==> src/rtl/booth_pkg.sv <==
// Shared types and sizing helpers for the iterative radix-4 Booth multiplier.
package booth_pkg;

  // Booth window: two multiplier bits plus the overlap bit from the previous pair.
  localparam int WIN_W = 3;

  typedef enum logic [1:0] {
    S_IDLE = 2'd0,
    S_BUSY = 2'd1,
    S_DONE = 2'd2
  } booth_seq_state_t;

  // Width of the window counter; WIDTH/2 windows are scanned per operand.
  function automatic int cnt_width(input int width);
    return (width / 2 > 1) ? $clog2(width / 2) : 1;
  endfunction

endpackage

==> src/rtl/booth_mul_seq_gen_product.sv <==
// Radix-4 Booth partial-product generator (module gen_product).
// Maps one 3-bit window to 0, +-A or +-2A. Negative products are returned
// one's-complemented with sign=1; the caller adds the missing +1.
import booth_pkg::*;

module gen_product #(
  parameter int WIDTH = 17
) (
  input  logic [WIDTH-1:0] multiplicand,
  input  logic [WIN_W-1:0] code,
  output logic [WIDTH:0]   partial_prod,
  output logic             sign
);

  logic [WIDTH:0] a1;
  logic [WIDTH:0] a2;
  logic [WIDTH:0] mag;

  assign a1 = {multiplicand[WIDTH-1], multiplicand};
  assign a2 = {multiplicand, 1'b0};

  // Select magnitude and sign for the window, then invert for negatives.
  always_comb begin
    mag  = '0;
    sign = 1'b0;
    case (code)
      3'b001, 3'b010: mag = a1;
      3'b011:         mag = a2;
      3'b100: begin
        mag  = a2;
        sign = 1'b1;
      end
      3'b101, 3'b110: begin
        mag  = a1;
        sign = 1'b1;
      end
      default: mag = '0;
    endcase
    partial_prod = sign ? ~mag : mag;
  end

endmodule

==> src/rtl/booth_mul_seq.sv <==
// Iterative signed radix-4 Booth multiplier sequencer.
// One Booth window per cycle through a single shared generator; the
// accumulator adder is inline. Optional macro BOOTH_SEQ_EARLY_TERM_EN stops
// scanning once the remaining multiplier bits are pure sign extension.
import booth_pkg::*;

module booth_mul_seq #(
  parameter int WIDTH = 16
) (
  input  logic               clk,
  input  logic               rst,
  input  logic               in_valid,
  output logic               in_ready,
  input  logic [WIDTH-1:0]   in_multiplicand,
  input  logic [WIDTH-1:0]   in_multiplier,
  output logic               out_valid,
  input  logic               out_ready,
  output logic [2*WIDTH-1:0] out_product,
  output logic               busy
);

  localparam int CW = cnt_width(WIDTH);
  localparam int PW = 2 * WIDTH;
  localparam int GW = WIDTH + 2;

  booth_seq_state_t state;

  logic [WIDTH:0]  mcand;
  logic [WIDTH:0]  mreg;
  logic [PW-1:0]   acc;
  logic [CW-1:0]   cnt;

  logic [GW-1:0]   pp;
  logic            neg;
  logic [PW-1:0]   pp_ext;
  logic [CW:0]     shamt;
  logic [PW-1:0]   acc_nxt;
  logic [WIDTH:0]  mreg_nxt;
  logic            last;
  logic            done_now;

  gen_product #(
    .WIDTH(WIDTH + 1)
  ) u_gen (
    .multiplicand (mcand),
    .code         (mreg[WIN_W-1:0]),
    .partial_prod (pp),
    .sign         (neg)
  );

  // Shifted, sign-corrected partial product added into the running sum.
  always_comb begin
    pp_ext   = {{(PW-GW){pp[GW-1]}}, pp};
    shamt    = {cnt, 1'b0};
    acc_nxt  = acc + (pp_ext << shamt) + (PW'(neg) << shamt);
    mreg_nxt = {{2{mreg[WIDTH]}}, mreg[WIDTH:2]};
    last     = (cnt == CW'(WIDTH / 2 - 1));
`ifdef BOOTH_SEQ_EARLY_TERM_EN
    // Remaining windows all 000 or 111 contribute nothing.
    done_now = last || (mreg_nxt == '0) || (mreg_nxt == '1);
`else
    done_now = last;
`endif
  end

  assign out_product = acc;

  // Control FSM with registered handshake outputs and datapath state.
  always_ff @(posedge clk) begin
    if (rst) begin
      state     <= S_IDLE;
      in_ready  <= 1'b1;
      busy      <= 1'b0;
      out_valid <= 1'b0;
      mcand     <= '0;
      mreg      <= '0;
      acc       <= '0;
      cnt       <= '0;
    end else begin
      case (state)
        S_IDLE: begin
          if (in_valid) begin
            mcand    <= {in_multiplicand[WIDTH-1], in_multiplicand};
            mreg     <= {in_multiplier, 1'b0};
            acc      <= '0;
            cnt      <= '0;
            in_ready <= 1'b0;
            busy     <= 1'b1;
            state    <= S_BUSY;
          end
        end
        S_BUSY: begin
          acc  <= acc_nxt;
          mreg <= mreg_nxt;
          cnt  <= cnt + CW'(1);
          if (done_now) begin
            busy      <= 1'b0;
            out_valid <= 1'b1;
            state     <= S_DONE;
          end
        end
        S_DONE: begin
          if (out_ready) begin
            out_valid <= 1'b0;
            in_ready  <= 1'b1;
            state     <= S_IDLE;
          end
        end
        default: begin
          state     <= S_IDLE;
          in_ready  <= 1'b1;
          busy      <= 1'b0;
          out_valid <= 1'b0;
        end
      endcase
    end
  end

endmodule
==> config.mk <==
export PLATFORM = sky130hd
export DESIGN_NAME = booth_mul_seq
export DESIGN_NICKNAME = d
export VERILOG_FILES = /design/src/rtl/booth_pkg.sv /design/src/rtl/booth_mul_seq_gen_product.sv /design/src/rtl/booth_mul_seq.sv
export SDC_FILE = /design/constraint.sdc
export NUM_CORES = 1
export LEC_CHECK = 0
export CAP_MARGIN = 0
export CORE_UTILIZATION = 60
export DETAILED_ROUTE_END_ITERATION = 16
export GPL_TIMING_DRIVEN = 0
export MAX_ROUTING_LAYER = met4
export PLACE_DENSITY = 0.85
export SYNTH_ARGS = -nofsm -noshare
export SYNTH_HDL_FRONTEND = slang
export SYNTH_SLANG_ARGS = --single-unit
==> constraint.sdc <==
create_clock -name clk -period 9.4 [get_ports clk]
set_input_delay 0.94 -clock clk [delete_from_list [all_inputs] [get_ports clk]]
set_output_delay 0.94 -clock clk [all_outputs]
set_load 0.01 [all_outputs]
Word level (Yosys, flattened, before mapping). Cells that the tools add are included.

Bits in registers: 73. Bits in latches: 0. Memory bits (writable): 0. Bits in read-only memories: 0. Output and inout bits: 35. Memories kept: 0.

$add $sub $neg: 3. $mul: 0. Div/mod/pow operators: 0. Magnitude comparators: 0. Equality and inequality tests: 12. Shift operators: 2. Multiplexer cells: 22. Bitwise operators: 4. Reductions and logical operators: 12.

Operators with widths (number): $add A32 B32 Y32 (2); $pmux W32 S2 (1); $pmux W18 S2 (1); $pmux W17 S2 (1); $mux W32 (1); $shl A1 B4 Y32 (1); $shl A32 B4 Y32 (1); $mux W18 (1); $not A18 Y18 (1); $mux W17 (1); $reduce_and A3 Y1 (5); $eq A3 B3 Y1 const B (4); $pmux W1 S3 (3); $mux W1 (7); $eq A3 B2 Y1 const B (2); $mux W2 (3); $ne A2 B2 Y1 const B (3); $pmux W2 S3 (1); $pmux W3 S2 (1); $reduce_and A2 Y1 (2); $reduce_or A4 Y1 (1); $add A3 B1 Y3 const B (1); $eq A3 B1 Y1 const B (1); $mux W3 (1); 7 further kinds (9).

Longest topological paths before layout.
Depth in word-level cells: 9. Mapped depth: 21. Mapped depth without buffers: 19.

Cells and area by module. A second synthesis with hierarchy kept.

Cell total of the unflattened synthesis: 858. Area, all modules: 6448.7 um^2.

Modules (own cells, without submodules): booth_mul_seq (times used 1, cells each 745, area an instance 5610.4 um^2, seq. area each 1461.4 um^2); gen_product (times used 1, cells each 113, area an instance 838.3 um^2, seq. area each 0.0 um^2).

Least setup slack after synthesis. OpenSTA, ideal clock, no wires.

Kind: register -> register. Start: register mreg[0]. End: register acc[29], in the netlist out_product[29]. Data arrival time: 4106 ps. Data required time: 9273 ps. Setup slack: 5167 ps. Cell stages (with the launch flop): 19. Buffers on the path: 2. Path through: dfxtp_1 -> inv_1 -> ha_1 -> buf_2 -> buf_1 -> nand3_1 -> o21ai_0 -> xnor2_1 -> or3_1 -> fa_1 -> inv_1 -> fa_1 -> a21o_1 -> a221oi_2 -> o211a_1 -> o21ai_1 -> a41oi_2 -> xor2_1 -> o21ai_1.

Cells in the longest elaborated chain, start to end: 9.

Ends and longest elaborated chain: start, declared (RTL line booth_mul_seq.sv:29) `logic [WIDTH:0] mreg;`; start signal, assigned (RTL line booth_mul_seq.sv:84) `mreg <= {in_multiplier, 1'b0};`; start signal, assigned (RTL line booth_mul_seq.sv:94) `mreg <= mreg_nxt;`; $eq A3 B1 Y1 (tied with other cells) (RTL line booth_mul_seq_gen_product.sv:26) `case (code)`; $reduce_or A4 Y1 (no source line) / $reduce_or A2 Y1 (equally long branches); $pmux W18 S2 (RTL line booth_mul_seq_gen_product.sv:26); $not A18 Y18 (RTL line booth_mul_seq_gen_product.sv:39) `partial_prod = sign ? ~mag : mag;`; $mux W18 (RTL line booth_mul_seq_gen_product.sv:39); $shl A32 B4 Y32 (RTL line booth_mul_seq.sv:55) `acc_nxt = acc + (pp_ext << shamt) + (PW'(neg) << shamt);`; $add A32 B32 Y32 (RTL line booth_mul_seq.sv:55); $add A32 B32 Y32 (*) (RTL line booth_mul_seq.sv:55); $pmux W32 S2 (*) (RTL line booth_mul_seq.sv:80) `case (state)`; end signal, assigned (RTL line booth_mul_seq.sv:93) `acc <= acc_nxt;`; end, declared (RTL line booth_mul_seq.sv:30) `logic [PW-1:0] acc;`.

Mark *: on every way between the ends. The rest lies on a longest branch, timed or not. A chain may end at the register's enable or synchronous reset.

Final worst setup path.
Start: register mreg[1]. End: register acc[30], in the netlist out_product[30].

Same word-level chain as after synthesis.

==> flow_summary.json <==
{
  "outcome": "complete, no violations",
  "postRouteAntennaNets": 0,
  "synth-async-reset-ratio": 0,
  "drc_errors": 0,
  "die_h_um": 102,
  "drv_cap": 0,
  "cts_sinks": 73,
  "rsz0062_at_grt": "no",
  "vdd_drop_max_uv": 85.6,
  "syn_area_um2": 6040,
  "slew_headroom": 0.443,
  "track_usage": 0.353,
  "reg2regPathDepth": 18,
  "grt_max_degree": 14,
  "holdWs_ns": 0.470,
  "worstPathMaxFanout": 10,
  "clk_latency_ns": 0.36,
  "cp-end-kind": "flop",
  "dieWidth_um": 102,
  "worst_path_max_delay_cell": "fa_1",
  "finalCritPeriodShare": 0.544,
  "placed_area_um2": 6910,
  "tns_ns": 0,
  "synth_most_common_cell": "nand2_1",
  "tritoncts": "yes",
  "grt_pass1_wl_um": 27600,
  "cts_buffer_depth": 2,
  "wirelength_um": 17500,
  "start_kind": "flop",
  "postCtsSetupBuffers": 0,
  "crit_type": "reg -> reg",
  "n_antenna_cell": 0,
  "antenna_found_initial": 0,
  "synth-seq-cells": 73,
  "hold_path.class": "reg -> reg",
  "die-area_um2": 10500,
  "synth_top_area_frac": 0.242,
  "rrSetupSlack_ns": 4.29,
  "crit_arrival_ns": 5.35,
  "leakage_nw": 2.94,
  "drive_above_1_share": 0.0618,
  "required_ns": 9.64,
  "fin_ws_ns": 4.29,
  "crit_buf_inv": 3,
  "crit_end": "out_product[30]",
  "grt-ovfl-total": 0,
  "reg2reg_from": "mreg[1]",
  "synth-edff-count": 0,
  "num_vias": 6034,
  "synthCells": 771,
  "clock_skew_ns": 0.0106,
  "cts_resized": 0,
  "core_area_um2": 9770,
  "finalPower_mw": 0.893,
  "grt_pass1_vias": 5624,
  "worstPathCellList": "inv_1 -> ha_1 -> buf_2 -> buf_1 -> a22oi_1 -> mux2i_1 -> xnor2_1 -> mux2i_1 -> o22ai_1 -> fa_1 -> ha_1 -> nand2_1 -> o21ai_1 -> or2_1 -> o2111a_1 -> nor3_1 -> xor2_1 -> o21ai_1",
  "critical_path.top_delay_family": "adder cells",
  "syn2layout_area_growth_pct": 17.2,
  "drt-initial-drc-count": 370,
  "final_util": 0.725,
  "syn_avg_cell_area_um2": 7.84,
  "yosys_warnings": 0,
  "synthTopCellsByCount": "nand2_1 (131), dfxtp_1 (73), a21oi_1 (71)",
  "initial_core_util": 0.618,
  "nets": 956,
  "dp_hpwl_um": 14000,
  "setup_violations": 0,
  "wl_per_cell_um": 17.7,
  "synth_ff_type": "dfxtp_1",
  "synth_area_leaders": "dfxtp_1 (24%), ha_1 (12%), nand2_1 (8.1%)",
  "place_congestion": 0.941,
  "cts_root_buf": "clkbuf_8",
  "drv_slew": 0,
  "cpPeakStageDelay_ns": 0.51,
  "dpl.cell_count": 974,
  "r2r_end": "out_product[30]",
  "ys_seq_area_frac": 0.242,
  "fmax_mhz": 196,
  "rows": 36,
  "fin_crit_ns": 5.11,
  "drt-pass1-iter-count": 5,
  "path_clk_slew_ns": 0.09,
  "hold_viol_final": 0,
  "cp.depth": 18,
  "fillers": 820,
  "port_buffers": 70,
  "numCtsBuffers": 9,
  "holdBufCountCts": 0,
  "p_per_area_nw_per_um2": 126,
  "synth_cell_types": 72,
  "cts_max_level": 3,
  "crit_path_start": "mreg[1]",
  "pre_cts_slack_ns": 4.50,
  "syn_nets": 875,
  "final_area_um2": 7080,
  "synth_top_cell_by_area": "dfxtp_1",
  "via_per_inst": 6.09,
  "layout.cells.non_filler": 990,
  "design.portCount": 71,
  "tightestPinTransition_ns": 0.832
}
-- sequential cells by signal (all words and copies together), names as in the netlist --
register	flops
mreg	17
in_ready	1
mcand	16
out_valid	1
cnt	3
state	2
out_product	32
busy	1
-- worst min-delay path, stage by stage, from the launching register on --
cell and delay (ns):
dfxtp_1 0.33, nand2_1 0.05, o21ai_1 0.05
-- routing by layer --
| layer | track usage | part of all wire | vias up |
|---|---|---|---|
| met5 | - | 0 | - |
| met1 | 0.434 | 0.44 | 2902 |
| met4 | 0.111 | 0.028 | 0 |
| met2 | 0.590 | 0.48 | 188 |
| met3 | 0.0575 | 0.049 | 35 |
| li1 | - | - | 2909 |
-- power by group --
group | internal (mW) | switching (mW)
clock network | 0.0970 | 0.136
registers | 0.329 | 0.0170
logic | 0.128 | 0.185
total | 0.554 | 0.338
-- how the worst min path moves through the flow --
stage / end / cells past startpoint / slack, ns / from
5_1_grt: busy / 2 / 0.48 / busy
3_5_place_dp: busy / 2 / 0.45 / busy
4_1_cts: busy / 2 / 0.47 / busy
3_3_place_gp: busy / 2 / 0.45 / busy
6_report: out_product[29] / 2 / 0.47 / out_product[29]
2_1_floorplan: mreg[15] / 2 / 0.45 / mreg[15]
-- layout make-up --
type,count,area (um^2),area share
Multi-Input combinational cell,625,4250,0.600
Sequential cell,73,1460,0.206
Timing Repair Buffer,70,701,0.0989
Buffer,52,253,0.0357
Tap cell,133,166,0.0235
Clock buffer,10,128,0.0180
Inverter,21,83.8,0.0118
Clock inverter,6,42.5,0.00601
-- kinds of logic after synthesis --
| family | share of synthesized area |
|---|---|
| AO/OA/AOI/OAI | 0.240 |
| XOR/XNOR | 0.0667 |
| adder cells (fa/ha/maj) | 0.152 |
| buffers and inverters | 0.0557 |
| flip-flops | 0.242 |
| multiplexers | 0.0540 |
| AND/OR/NAND/NOR | 0.190 |
-- layout by cell type (no fill, tap or decap), types with 3 or more instances in the layout --
cell and count:
a211o_1 4, a211oi_1 5, a21o_1 12, a21oi_1 71
a22oi_1 14, a311oi_1 15, a31oi_1 5, and3_1 3
buf_1 6, buf_2 6, buf_6 5, clkbuf_1 33
clkbuf_8 9, clkdlybuf4s50_1 70, dfxtp_1 73, fa_1 9
ha_1 59, inv_1 19, mux2i_1 30, nand2_1 131
nand2b_1 9, nand3_1 19, nand4_1 9, nor2_1 54
nor3_1 14, o211ai_1 5, o21ai_0 23, o21ai_1 28
o21bai_1 4, o22ai_1 4, or3_1 3, xnor2_1 31
xor2_1 15
(Power assumes the default switching activity.)
